**src/rtl/ofm_write_scheduler_if.sv**
```systemverilog
// OFM memory write port: valid/ready handshake carrying address and data.
// master = write scheduler, slave = OFM memory.
interface ofm_write_scheduler_if #(
   parameter int DATA_W = 32,
   parameter int ADDR_W = 16
);
   logic              mem_wr_valid;
   logic              mem_wr_ready;
   logic [ADDR_W-1:0] mem_wr_addr;
   logic [DATA_W-1:0] mem_wr_data;

   modport master (
      output mem_wr_valid,
      output mem_wr_addr,
      output mem_wr_data,
      input  mem_wr_ready
   );

   modport slave (
      input  mem_wr_valid,
      input  mem_wr_addr,
      input  mem_wr_data,
      output mem_wr_ready
   );
endinterface

```
**src/rtl/ofm_write_scheduler.sv**
```systemverilog
// OFM write scheduler: buffers the non-stallable systolic-array row stream in a
// small FIFO and writes it to OFM memory in channel-major order
// (addr = (group*SYSTOLIC_SIZE + row)*NO_TILE + tile).
// Optional build macro OFM_RELU_EN: clamp negative output words to zero.
module ofm_write_scheduler #(
   parameter int SYSTOLIC_SIZE  = 16,
   parameter int DATA_W         = 32,
   parameter int ADDR_W         = 16,
   parameter int NO_TILE        = 64,
   parameter int NO_LOAD_FILTER = 1,
   parameter int FIFO_DEPTH     = 4
) (
   input  logic                 clk,
   input  logic                 rst,
   input  logic                 start,
   input  logic                 in_valid,
   input  logic [DATA_W-1:0]    in_data,
   ofm_write_scheduler_if.master m_if,
   output logic                 busy,
   output logic                 done,
   output logic                 overflow
);

   localparam int PTR_W  = $clog2(FIFO_DEPTH);
   localparam int ROW_W  = (SYSTOLIC_SIZE  > 1) ? $clog2(SYSTOLIC_SIZE)  : 1;
   localparam int TILE_W = (NO_TILE        > 1) ? $clog2(NO_TILE)        : 1;
   localparam int GRP_W  = (NO_LOAD_FILTER > 1) ? $clog2(NO_LOAD_FILTER) : 1;

   localparam logic [1:0] S_IDLE = 2'd0;
   localparam logic [1:0] S_RUN  = 2'd1;
   localparam logic [1:0] S_DONE = 2'd2;

   localparam logic [ADDR_W-1:0] C_ROW_STEP = ADDR_W'(NO_TILE);
   localparam logic [ADDR_W-1:0] C_ROW_BACK = ADDR_W'((SYSTOLIC_SIZE - 1) * NO_TILE - 1);
   localparam logic [ADDR_W-1:0] C_GRP_STEP = ADDR_W'(SYSTOLIC_SIZE * NO_TILE);

   logic [1:0]        r_state;
   logic [DATA_W-1:0] r_mem [FIFO_DEPTH];
   logic [PTR_W:0]    r_wptr, r_rptr;
   logic [ROW_W-1:0]  r_row;
   logic [TILE_W-1:0] r_tile;
   logic [GRP_W-1:0]  r_grp;
   logic [ADDR_W-1:0] r_addr;
   logic [ADDR_W-1:0] r_grp_base;
   logic              r_overflow;

   logic              w_run, w_empty, w_full, w_valid, w_hs;
   logic              w_row_end, w_tile_end, w_grp_end, w_last;
   logic              w_push, w_drop, w_leftover;
   logic [PTR_W:0]    w_count;
   logic [DATA_W-1:0] w_head, w_out_data;

   assign w_run      = (r_state == S_RUN);
   assign w_empty    = (r_wptr == r_rptr);
   assign w_full     = (r_wptr[PTR_W] != r_rptr[PTR_W]) &&
                       (r_wptr[PTR_W-1:0] == r_rptr[PTR_W-1:0]);
   assign w_count    = r_wptr - r_rptr;
   assign w_valid    = w_run && !w_empty;
   assign w_hs       = w_valid && m_if.mem_wr_ready;
   assign w_row_end  = (r_row  == ROW_W'(SYSTOLIC_SIZE - 1));
   assign w_tile_end = (r_tile == TILE_W'(NO_TILE - 1));
   assign w_grp_end  = (r_grp  == GRP_W'(NO_LOAD_FILTER - 1));
   assign w_last     = w_hs && w_row_end && w_tile_end && w_grp_end;
   // Words arriving in the final-beat cycle belong to no beat and are ignored.
   assign w_push     = w_run && in_valid && !w_last && (!w_full || w_hs);
   assign w_drop     = w_run && in_valid && !w_last && w_full && !w_hs;
   assign w_leftover = w_last && (w_count != (PTR_W+1)'(1));
   assign w_head     = r_mem[r_rptr[PTR_W-1:0]];

`ifdef OFM_RELU_EN
   assign w_out_data = w_head[DATA_W-1] ? '0 : w_head;
`else
   assign w_out_data = w_head;
`endif

   assign m_if.mem_wr_valid = w_valid;
   assign m_if.mem_wr_addr  = r_addr;
   assign m_if.mem_wr_data  = w_valid ? w_out_data : '0;
   assign busy              = w_run;
   assign done              = (r_state == S_DONE);
   assign overflow          = r_overflow;

   // FIFO storage write; a full FIFO may be written in the slot being popped.
   always_ff @(posedge clk) begin
      if (w_push) begin
         r_mem[r_wptr[PTR_W-1:0]] <= in_data;
      end
   end

   // Layer FSM, FIFO pointers, beat counters and incremental address generation.
   always_ff @(posedge clk or posedge rst) begin
      if (rst) begin
         r_state    <= S_IDLE;
         r_wptr     <= '0;
         r_rptr     <= '0;
         r_row      <= '0;
         r_tile     <= '0;
         r_grp      <= '0;
         r_addr     <= '0;
         r_grp_base <= '0;
         r_overflow <= 1'b0;
      end else begin
         case (r_state)
            S_IDLE: begin
               if (start) begin
                  r_state    <= S_RUN;
                  r_wptr     <= '0;
                  r_rptr     <= '0;
                  r_row      <= '0;
                  r_tile     <= '0;
                  r_grp      <= '0;
                  r_addr     <= '0;
                  r_grp_base <= C_GRP_STEP;
                  r_overflow <= 1'b0;
               end
            end
            S_RUN: begin
               if (w_push) begin
                  r_wptr <= r_wptr + 1'b1;
               end
               if (w_drop) begin
                  r_overflow <= 1'b1;
               end
               // Address walks by constant steps; r_grp_base holds the next
               // group's base so the group jump needs no multiply either.
               if (w_hs) begin
                  r_rptr <= r_rptr + 1'b1;
                  if (w_row_end) begin
                     r_row <= '0;
                     if (w_tile_end) begin
                        r_tile     <= '0;
                        r_grp      <= w_grp_end ? '0 : r_grp + 1'b1;
                        r_addr     <= r_grp_base;
                        r_grp_base <= r_grp_base + C_GRP_STEP;
                     end else begin
                        r_tile <= r_tile + 1'b1;
                        r_addr <= r_addr - C_ROW_BACK;
                     end
                  end else begin
                     r_row  <= r_row + 1'b1;
                     r_addr <= r_addr + C_ROW_STEP;
                  end
               end
               if (w_last) begin
                  r_state <= S_DONE;
                  r_rptr  <= r_wptr;
                  if (w_leftover) begin
                     r_overflow <= 1'b1;
                  end
               end
            end
            S_DONE: begin
               r_state <= S_IDLE;
            end
            default: begin
               r_state <= S_IDLE;
            end
         endcase
      end
   end

endmodule

```
**src/flat_wrapper.sv**
```systemverilog
// flat-port wrapper written by rule: the top's interface ports become plain ports
module ofm_write_scheduler_flat 
#(
   parameter int SYSTOLIC_SIZE  = 16,
   parameter int DATA_W         = 32,
   parameter int ADDR_W         = 16,
   parameter int NO_TILE        = 64,
   parameter int NO_LOAD_FILTER = 1,
   parameter int FIFO_DEPTH     = 4
)
  (clk, rst, start, in_valid, in_data, busy, done, overflow, m_if_mem_wr_valid, m_if_mem_wr_addr, m_if_mem_wr_data, m_if_mem_wr_ready);
  ofm_write_scheduler_if #(.DATA_W(DATA_W), .ADDR_W(ADDR_W)) m_if_i ();
  input  logic clk;
  input  logic rst;
  input  logic start;
  input  logic in_valid;
  input  logic [DATA_W-1:0] in_data;
  output logic busy;
  output logic done;
  output logic overflow;
  output wire logic [$bits(m_if_i.mem_wr_valid)-1:0] m_if_mem_wr_valid;
  output wire logic [$bits(m_if_i.mem_wr_addr)-1:0] m_if_mem_wr_addr;
  output wire logic [$bits(m_if_i.mem_wr_data)-1:0] m_if_mem_wr_data;
  input wire logic [$bits(m_if_i.mem_wr_ready)-1:0] m_if_mem_wr_ready;
  assign m_if_mem_wr_valid = m_if_i.mem_wr_valid;
  assign m_if_mem_wr_addr = m_if_i.mem_wr_addr;
  assign m_if_mem_wr_data = m_if_i.mem_wr_data;
  assign m_if_i.mem_wr_ready = m_if_mem_wr_ready;
  ofm_write_scheduler #(.SYSTOLIC_SIZE(SYSTOLIC_SIZE), .DATA_W(DATA_W), .ADDR_W(ADDR_W), .NO_TILE(NO_TILE), .NO_LOAD_FILTER(NO_LOAD_FILTER), .FIFO_DEPTH(FIFO_DEPTH)) u_core (.clk(clk), .rst(rst), .start(start), .in_valid(in_valid), .in_data(in_data), .m_if(m_if_i), .busy(busy), .done(done), .overflow(overflow));
endmodule
```
**config.mk**
```make
export PLATFORM = sky130hd
export DESIGN_NAME = ofm_write_scheduler_flat
export DESIGN_NICKNAME = d
export VERILOG_FILES = /design/src/rtl/ofm_write_scheduler_if.sv /design/src/rtl/ofm_write_scheduler.sv /design/src/flat_wrapper.sv
export SDC_FILE = /design/constraint.sdc
export NUM_CORES = 1
export LEC_CHECK = 0
export ABC_AREA = 1
export CORE_AREA = 2 2 171 139
export DETAILED_ROUTE_END_ITERATION = 16
export DIE_AREA = 0 0 173 141
export SLEW_MARGIN = 20
export SYNTH_ARGS = -nofsm -noshare
export SYNTH_HDL_FRONTEND = slang
export SYNTH_SLANG_ARGS = --single-unit
export TNS_END_PERCENT = 5
```
**constraint.sdc**
```tcl
create_clock -name clk -period 4.9 [get_ports clk]
set_input_delay 0.98 -clock clk [delete_from_list [all_inputs] [get_ports clk]]
set_output_delay 0.98 -clock clk [all_outputs]
set_load 0.02 [all_outputs]
```
==> results_dict.tcl, run 1 <==
set metrics [dict create \
    status "finished clean" \
    cp.required_ps 3920 \
    maxSlewViolCount 0 \
    synth.distinct_cells 32 \
    timing.rr.start "u_core.r_wptr[0]$_DFFE_PP0P_" \
    floorplan.initialDensity_pct 34.1 \
    min_period_ps 3950 \
    ys_seq_area_share_pct 62.3 \
    grt_pass1_wl_mm 29.4 \
    die_h_um 141 \
    clock_latency_ps 430 \
    start_kind "register" \
    r2r_slack_ps 1460 \
    critPathCaptureType "output port" \
    drv_cap 0 \
    p_clk_share_pct 22.3 \
    power_leakage_nw 3.72 \
    synthCells 797 \
    fin_tns_setup_ps 0 \
    rsz0062_at_grt "no" \
    slew_headroom_pct 42.2 \
    antenna_found_initial 0 \
    num_rows 50 \
    ir_drop_mv 0.329 \
    reg2reg_depth 11 \
    drc 0 \
    crit_fanout 33 \
    dp.final_hpwl_mm 12.0 \
    critPathKind "register to output port" \
    viasPerCell 4.82 \
    ys.flop_type "edfxtp_1" \
    placed_cell_area_mm2 0.00906 \
    fin_area_mm2 0.00970 \
    seq_power_share_pct 32.4 \
    firstDrtPassIters 5 \
    worst_pin_slew_ps 866 \
    core-area_mm2 0.0229 \
    cts_buffers 17 \
    skew_ps 13.0 \
    p_sw_share_pct 40.8 \
    final_nets 934 \
    route.vias.total 5818 \
    internal_power_w 0.00382 \
    grt_pass1_vias 5473 \
    drt_iter0_drc 384 \
    portBuffers 88 \
    tritoncts "done" \
    async_flop_share_pct 24.3 \
    die_area_mm2 0.0244 \
    setup_violations 0 \
    timing.fmax_mhz 253 \
    synth.avg_cell_area_um2 9.80 \
    drive_gt1_share_pct 7.59 \
    clockBufferDepth 2 \
    wl_per_cell_um 15.2 \
    whs_path_depth 2 \
    wl_mm 18.4 \
    cts.clk_slew.worst_paths_ps 70 \
    synth_seq_cells 169 \
    post_cts_buffers 0 \
    ctsRootBufferMaster "clkbuf_16" \
    num_io_pins 89 \
    grt_use_total_pct 15.4 \
    fin_crit_sh_pct 80.7 \
    synthToLayoutAreaGrowth_pct 24.1 \
    grt_max_degree 64 \
    cp.arrival_ps 2970 \
    antenna_cells 0 \
    ant_nets 0 \
    cts_max_level 4 \
    power.density_mw_per_mm2 666 \
    synth_edf_count 128 \
    hold_buffers 0 \
    p_sw_w 0.00264 \
    cts_resized 0 \
    netlist_area_mm2 0.00781 \
    reg2reg_to "u_core.r_mem[2][2]$_DFFE_PP_" \
    place.gp.congestion 0.840 \
    cts_num_sinks 169 \
    min_from "u_core.r_tile[1]$_DFFE_PP0P_" \
    p_comb_share_pct 45.3 \
    min_path_type "register to register" \
    syn_nets 848 \
    yosysWarnings 0 \
    whs_endpoint "u_core.r_tile[1]$_DFFE_PP0P_" \
    hold_violations 0 \
    grt-ovfl-total 0 \
    fp.dieW_um 173 \
]
## synthesized netlist by cell type (3+ instances only)
library cell | n | area share [%]
a21oi_1 | 44 | 2.8
nor3_1 | 10 | 0.64
inv_2 | 4 | 0.19
o211ai_1 | 5 | 0.48
buf_1 | 4 | 0.19
inv_1 | 54 | 2.6
nand2_1 | 123 | 5.9
edfxtp_1 | 128 | 49
nand3b_1 | 3 | 0.29
xor2_1 | 10 | 1.1
nand4_1 | 4 | 0.32
xnor2_1 | 3 | 0.34
nor2_1 | 171 | 8.2
o21ai_0 | 94 | 6.0
nand3_1 | 37 | 2.4
ha_1 | 13 | 2.1
clkbuf_1 | 25 | 1.2
nand2_2 | 5 | 0.40
dfrtp_1 | 41 | 13
## worst max-delay path by stage
stage | from | to | slack (ps) | cells after the start
after CTS | u_core.r_wptr[0]$_DFFE_PP0P_ | m_if_mem_wr_data[26] | 890 | 8
after detailed placement | u_core.r_wptr[0]$_DFFE_PP0P_ | m_if_mem_wr_data[26] | 1370 | 8
after global placement | u_core.r_wptr[0]$_DFFE_PP0P_ | m_if_mem_wr_data[26] | 1360 | 8
after global routing | u_core.r_wptr[0]$_DFFE_PP0P_ | m_if_mem_wr_data[31] | 770 | 8
after floorplan | u_core.r_rptr[1]$_DFFE_PP0P_ | u_core.r_mem[0][0]$_DFFE_PP_ | 1220 | 12
final | u_core.r_wptr[0]$_DFFE_PP0P_ | m_if_mem_wr_data[24] | 950 | 8
## layout by cell type, fill, tap and decap left out, types with 2 or more instances in the layout
cell	instances
edfxtp_1	128
bufinv_16	2
nor2_4	5
inv_2	4
o21ai_0	94
xnor2_1	3
ha_1	13
nand2_1	123
xor2_1	10
dfrtp_1	40
buf_4	10
inv_6	4
clkbuf_16	17
inv_1	54
o211ai_1	5
inv_8	7
clkdlybuf4s50_1	88
nand3_1	37
nand2_4	2
a21oi_4	2
nand3b_1	3
nand2_2	5
nor2_2	2
nor3b_1	2
o21ai_2	2
nor2_1	167
nand4_1	4
nor3_1	10
nand3_2	2
a21oi_1	44
## routing by layer
layer  part of all wire [%]  GRT usage, %
met1                     48          21.0
met3                    4.3          3.43
met4                    1.0          4.42
met5                      0             0
met2                     46          24.7
## power groups by stage
stage          logic, W  clock network [W]  registers [W]
3_5_place_dp    0.00295                  0        0.00212
2_1_floorplan   0.00173                  0        0.00214
4_1_cts         0.00297            0.00146        0.00209
5_1_grt         0.00324            0.00152        0.00213
6_report        0.00293            0.00144        0.00209
3_3_place_gp    0.00295                  0        0.00211
## registers in the layout, indices dropped and copies added, names as in the netlist
name                     flops
u_core.r_wptr                3
u_core.r_state               2
u_core.r_row                 4
u_core.m_if.mem_wr_addr     16
u_core.r_rptr                3
u_core.r_mem               128
u_core.r_tile                6
u_core.overflow              1
u_core.r_grp_base            6
## layout make-up
class                      instances  area (µm²)
clock buffer                      17         425
fill                            2217       13200
multi-input combinational        538        2630
sequential                       169        4870
timing repair buffer              98         956
inverter                          59         221
clock inverter                    15         206
tap                              312         390
## metrics by stage
| stage | power [W] | instances | setup WS [ps] | hold slack (ps) | util, % |
|---|---|---|---|---|---|
| after floorplan | 0.00387 | 797 | 1220 | 479 | - |
| after global placement | 0.00506 | 1176 | 1360 | 511 | 39.6 |
| after detailed placement | 0.00507 | 1176 | 1370 | 520 | 39.6 |
| after CTS | 0.00652 | 1208 | 895 | 536 | 42.3 |
| after global routing | 0.00688 | 1208 | 773 | 560 | 42.3 |
| final | 0.00646 | 1208 | 947 | 528 | 42.3 |
## logic make-up after synthesis
family                   count (synthesis)  share of synthesized area (%)
AND/OR/NAND/NOR                        362                           19.2
adder cells (fa/ha/maj)                 14                           2.34
AO/OA/AOI/OAI                          148                           10.0
XOR/XNOR                                14                           1.67
flip-flops                             169                           62.3
buffers and inverters                   90                           4.47
## worst max-delay path: stages, from the launching register on
cell and delay [ps]:
dfrtp_1 430, inv_1 150, ha_1 270, nand2_1 70
inv_1 80, nand2_1 90, nand2_2 420, a21oi_1 380
clkdlybuf4s50_1 660
Power figures use the tool's default switching activity.
==> run 2, diff against run 1 <==
==> constraint.sdc (replaced) <==
create_clock -name clk -period 3.6 [get_ports clk]
set_input_delay 0.72 -clock clk [delete_from_list [all_inputs] [get_ports clk]]
set_output_delay 0.72 -clock clk [all_outputs]
set_load 0.02 [all_outputs]
==> results_dict.tcl, run 2 (same netlist as run 1, synthesis figures left out) <==
set metrics [dict create \
    grt_use_total_pct 15.7 \
    synthToLayoutAreaGrowth_pct 25.0 \
    antenna_found_initial 0 \
    grt_max_degree 49 \
    drv_cap 0 \
    route.vias.total 5742 \
    clock_latency_ps 420 \
    min_period_ps 3380 \
    start_kind "register" \
    power_leakage_nw 3.77 \
    regArea_mm2 0.00487 \
    die_h_um 141 \
    hold_violations 0 \
    slew_headroom_pct 62.2 \
    drive_gt1_share_pct 8.31 \
    drt_iter0_drc 478 \
    crit_fanout 14 \
    critical_path.slowest_cell "clkdlybuf4s50_1" \
    skew_ps 11.4 \
    die_area_mm2 0.0244 \
    cp_slowest_stage_delay_ps 680 \
    core-area_mm2 0.0229 \
    dp.final_hpwl_mm 11.9 \
    cts.clk_slew.worst_paths_ps 70 \
    cts_num_sinks 169 \
    drc 0 \
    p_comb_share_pct 46.7 \
    num_io_pins 89 \
    place.gp.congestion 0.843 \
    ant_nets 0 \
    fp.dieW_um 173 \
    finalNonFillerCells 1215 \
    num_rows 50 \
    worst_pin_slew_ps 567 \
    wl_per_cell_um 15.1 \
    cts_buffers 17 \
    fillerInstances 2225 \
    p_sw_share_pct 41.2 \
    p_sw_w 0.00360 \
    seq_power_share_pct 32.6 \
    tritoncts "done" \
    maxSlewViolCount 0 \
    floorplan.initialDensity_pct 34.1 \
    cts_max_level 4 \
    cp.arrival_ps 2660 \
    firstDrtPassIters 5 \
    grt_pass1_wl_mm 29.9 \
    setup_slack_ps 219 \
    worstPathCellList "inv_1 > ha_1 > nand2_1 > inv_1 > nand2_1 > nand2_4 > a21oi_1 > clkdlybuf4s50_1" \
    min_path_type "register to register" \
    pre_cts_ws_ps 509 \
    clockBufferDepth 2 \
    grt-ovfl-total 0 \
    internal_power_w 0.00513 \
    ctsRootBufferMaster "clkbuf_16" \
    wl_mm 18.3 \
    timing.fmax_mhz 296 \
    setup_violations 0 \
    rsz0062_at_grt "no" \
    portBuffers 88 \
    grt_pass1_vias 5546 \
    final_nets 941 \
    final_cell_mix "nor2_1 (167), edfxtp_1 (128), nand2_1 (123)" \
    multi_input_area_mm2 0.00263 \
    critPathKind "register to output port" \
    status "finished clean" \
    power.density_mw_per_mm2 893 \
    largest_reg_flops 128 \
    ir_drop_mv 0.627 \
    cp.required_ps 2880 \
    viasPerCell 4.73 \
    antenna_cells 0 \
    dpl.cell_count 1183 \
    layout_commonest_cell "nor2_1" \
    post_cts_buffers 0 \
    fin_crit_sh_pct 93.9 \
    critPathCaptureType "output port" \
    p_clk_share_pct 20.7 \
]
## run 2: worst paths after layout
check	from	endpoint	slack, ps	cells after the start
setup / recovery	u_core.r_wptr[0]$_DFFE_PP0P_	m_if_mem_wr_data[31]	220	8
hold / removal	u_core.r_row[3]$_DFFE_PP0P_	u_core.r_row[3]$_DFFE_PP0P_	540	2
setup reg to reg	u_core.r_wptr[0]$_DFFE_PP0P_	u_core.r_mem[0][3]$_DFFE_PP_	650	12
hold reg to reg	u_core.r_row[3]$_DFFE_PP0P_	u_core.r_row[3]$_DFFE_PP0P_	540	2
max in group asynchronous	rst	u_core.r_rptr[0]$_DFFE_PP0P_	2430	3
min in group asynchronous	rst	u_core.r_tile[2]$_DFFE_PP0P_	750	3
## run 2: area by class of cell
type,count,share of cell area [%]
Clock buffer,17,4.35
Clock inverter,15,1.82
Inverter,59,2.27
Multi-Input combinational cell,538,26.9
Sequential cell,169,49.9
Tap cell,312,4.00
Timing Repair Buffer,105,10.8
## run 2: power by group through the flow
| stage | Combinational, W | Sequential (W) | Clock, W |
|---|---|---|---|
| global route | 0.00455 | 0.00289 | 0.00193 |
| finish | 0.00407 | 0.00285 | 0.00180 |
| detailed placement | 0.00411 | 0.00288 | 0 |
| global placement | 0.00409 | 0.00287 | 0 |
| CTS | 0.00414 | 0.00284 | 0.00185 |
| floorplan | 0.00236 | 0.00291 | 0 |
## run 2: repair_timing
| action | 4_1_cts | 5_1_grt |
|---|---|---|
| hold buffers | 0 | 0 |
| setup endpoints to repair | 0 | 24 |
| gates resized for setup | 0 | 4 |
## run 2: worst max-delay path, delay by kind of cell, from the launching register on
kind	cells	cell delay (ps)
buffers and inverters	3	880
AND/OR/NAND/NOR	3	310
AO/OA/AOI/OAI	1	310
flip-flops	1	430
adder cells (fa/ha/maj)	1	300
## run 2: metal layers
metal | track usage, % | part of all wire, % | routed length (µm) | up-vias
li1 | - | - | - | 2879
met1 | 21.1 | 48 | 8900 | 2747
met2 | 25.6 | 47 | 8600 | 110
met3 | 3.78 | 4.0 | 739 | 6
met4 | 3.84 | 0.59 | 108 | 0
met5 | 0 | 0 | 0 | -
## run 2: metrics by stage
step | hold WS (ps) | total power [W] | utilization [%] | instance area, µm² | setup TNS [ps]
finish | 535 | 0.00872 | 42.7 | 9770 | 0
global route | 563 | 0.00938 | 42.7 | 9770 | 0
CTS | 538 | 0.00883 | 42.6 | 9760 | 0
detailed placement | 525 | 0.00700 | 40.0 | 9150 | 0
global placement | 509 | 0.00696 | 40.0 | 9150 | 0
floorplan | 479 | 0.00527 | - | 7810 | -9830
==> patch: new RTL, flow settings as in run 2 <==
Build with the macro `OFM_RELU_EN` defined.
--- a/src/rtl/ofm_write_scheduler.sv
+++ b/src/rtl/ofm_write_scheduler.sv
@@ -3,4 +3,6 @@
 // (addr = (group*SYSTOLIC_SIZE + row)*NO_TILE + tile).
 // Optional build macro OFM_RELU_EN: clamp negative output words to zero.
+`define OFM_RELU_EN
+
 module ofm_write_scheduler #(
    parameter int SYSTOLIC_SIZE  = 16,
Function: changed (Yosys sat finds a counterexample within 4 cycles, from zero or initial values and one cycle with rst high).
==> patch against run 2 <==
  * Total power shrank 7.6%
  * Cell area down 1.2%
  * Sequential cell count unchanged
  * Hold slack lost 0.026 ns
  * Clock skew rose by 0.0043 ns
  * Non-clock buffer count down 6
  * Synthesized area decreased by 1.2%
  * Worst setup slack improved by 0.21 ns
  * Wire length down 4.4%
  * Global-route usage fell by 1.1 points
  * First-iteration DRC count decreased by 30%
==> patch: results (changes against run 2) <==
result of the run: completed
number of DRC markers in iteration 0: 334 (-30%)
Hold Path Sink: u_core.r_tile[1]
number of nets in the layout: 913 (-3.0%)
minimum hold slack: 0.5092 ns (-0.02606 ns)
detailed-route wire length per cell: 14.77 um (-2.1%)
area after detailed placement: 8982 um^2 (-1.9%)
wire length of the first global-routing pass: 27.72 mm (-7.2%)
filler-free cell count of the finished design: 1,187 (-2.3%)
worst setup slack before clock tree synthesis: 0.4890 ns (-0.02029 ns)
largest fanout of any net on the critical path: 31 (+17)
area of the multi-input gates: 2540 um^2 (-3.4%)
Worst EP arrival: 2.45 ns (-0.21 ns)
first-pass iteration count of the detailed router: 4 (-1)
critical-path cell with the highest stage delay: sky130_fd_sc_hd__dfrtp_2
largest net degree at the start of global routing: 57 (+16%)
worst skew pair latency: 0.44 ns (+0.02 ns)
worst vdd ir: 0.4685 mV (-25%)
I/O Buffers: 87 (-1.1%)
Non-Clock Buffer Count: 99 (-5.7%)
post-synthesis compound-gate area fraction: 0.09315 (-0.007093)
skew final: 0.01572 ns (+0.004329 ns)
number of global-route vias before repair: 5,228 (-5.7%)
global placement routability congestion: 0.8328 (-1.2%)
slowest stage delay, CP: 0.50 ns (-0.18 ns)
sequential cells: 169 (unchanged)
logic depth of the worst register-to-register path: 9 (-3)
met1 Track Usage GR: 0.1961 (-0.01530)
leakage power: 4.141 nW (+9.9%)
sequential fraction of the synthesis area: 0.6305 (+0.007269)
share of synthesized area spent on multiplexers: 0.001296 (+0.001296)
global routing usage summed across all routing layers: 0.1458 (-0.01119)
proportion of final cell area spent on non-clock buffers: 0.1101 (+0.002180)
met3 wire length: 608 um (-18%)
top post-synthesis cells by area: sky130_fd_sc_hd__edfxtp_1 50%, sky130_fd_sc_hd__dfrtp_1 13%, sky130_fd_sc_hd__nor2_1 7.9%
Reg-to-Reg Start: u_core.r_row[0]
register fraction of the total cell area: 0.5045 (+0.006007)
number of multi-input combinational cells in the layout: 523 (-2.8%)
==> patch: cell count changes after synthesis, sizes merged, moves of 3 or more <==
cell / delta
xnor2: +3
nand2: +11
xor2: -3
nor2: -9
nand3: -7
a21oi: +5
o21ai: -22
inv: -7
==> patch: worst max path at each step <==
stage / to / from / slack, ns / cells past startpoint
2_1_floorplan: u_core.r_mem[0][0] / u_core.r_rptr[1] / -0.03 / 12
3_3_place_gp: m_if_mem_wr_data[25] / u_core.r_rptr[0] / 0.56 / 8
3_5_place_dp: m_if_mem_wr_data[23] / u_core.r_wptr[0] / 0.49 / 9
4_1_cts: m_if_mem_wr_data[23] / u_core.r_wptr[0] / 0.002 / 9
5_1_grt: m_if_mem_wr_data[23] / u_core.r_rptr[0] / 0.29 / 8
6_report: m_if_mem_wr_data[23] / u_core.r_rptr[0] / 0.43 / 8
==> patch: report_power, final <==
part,total (W),internal (W),switching (W)
Clock,0.00180,0.000936,0.000866
Sequential,0.00279,0.00256,0.000235
Combinational,0.00347,0.00129,0.00217
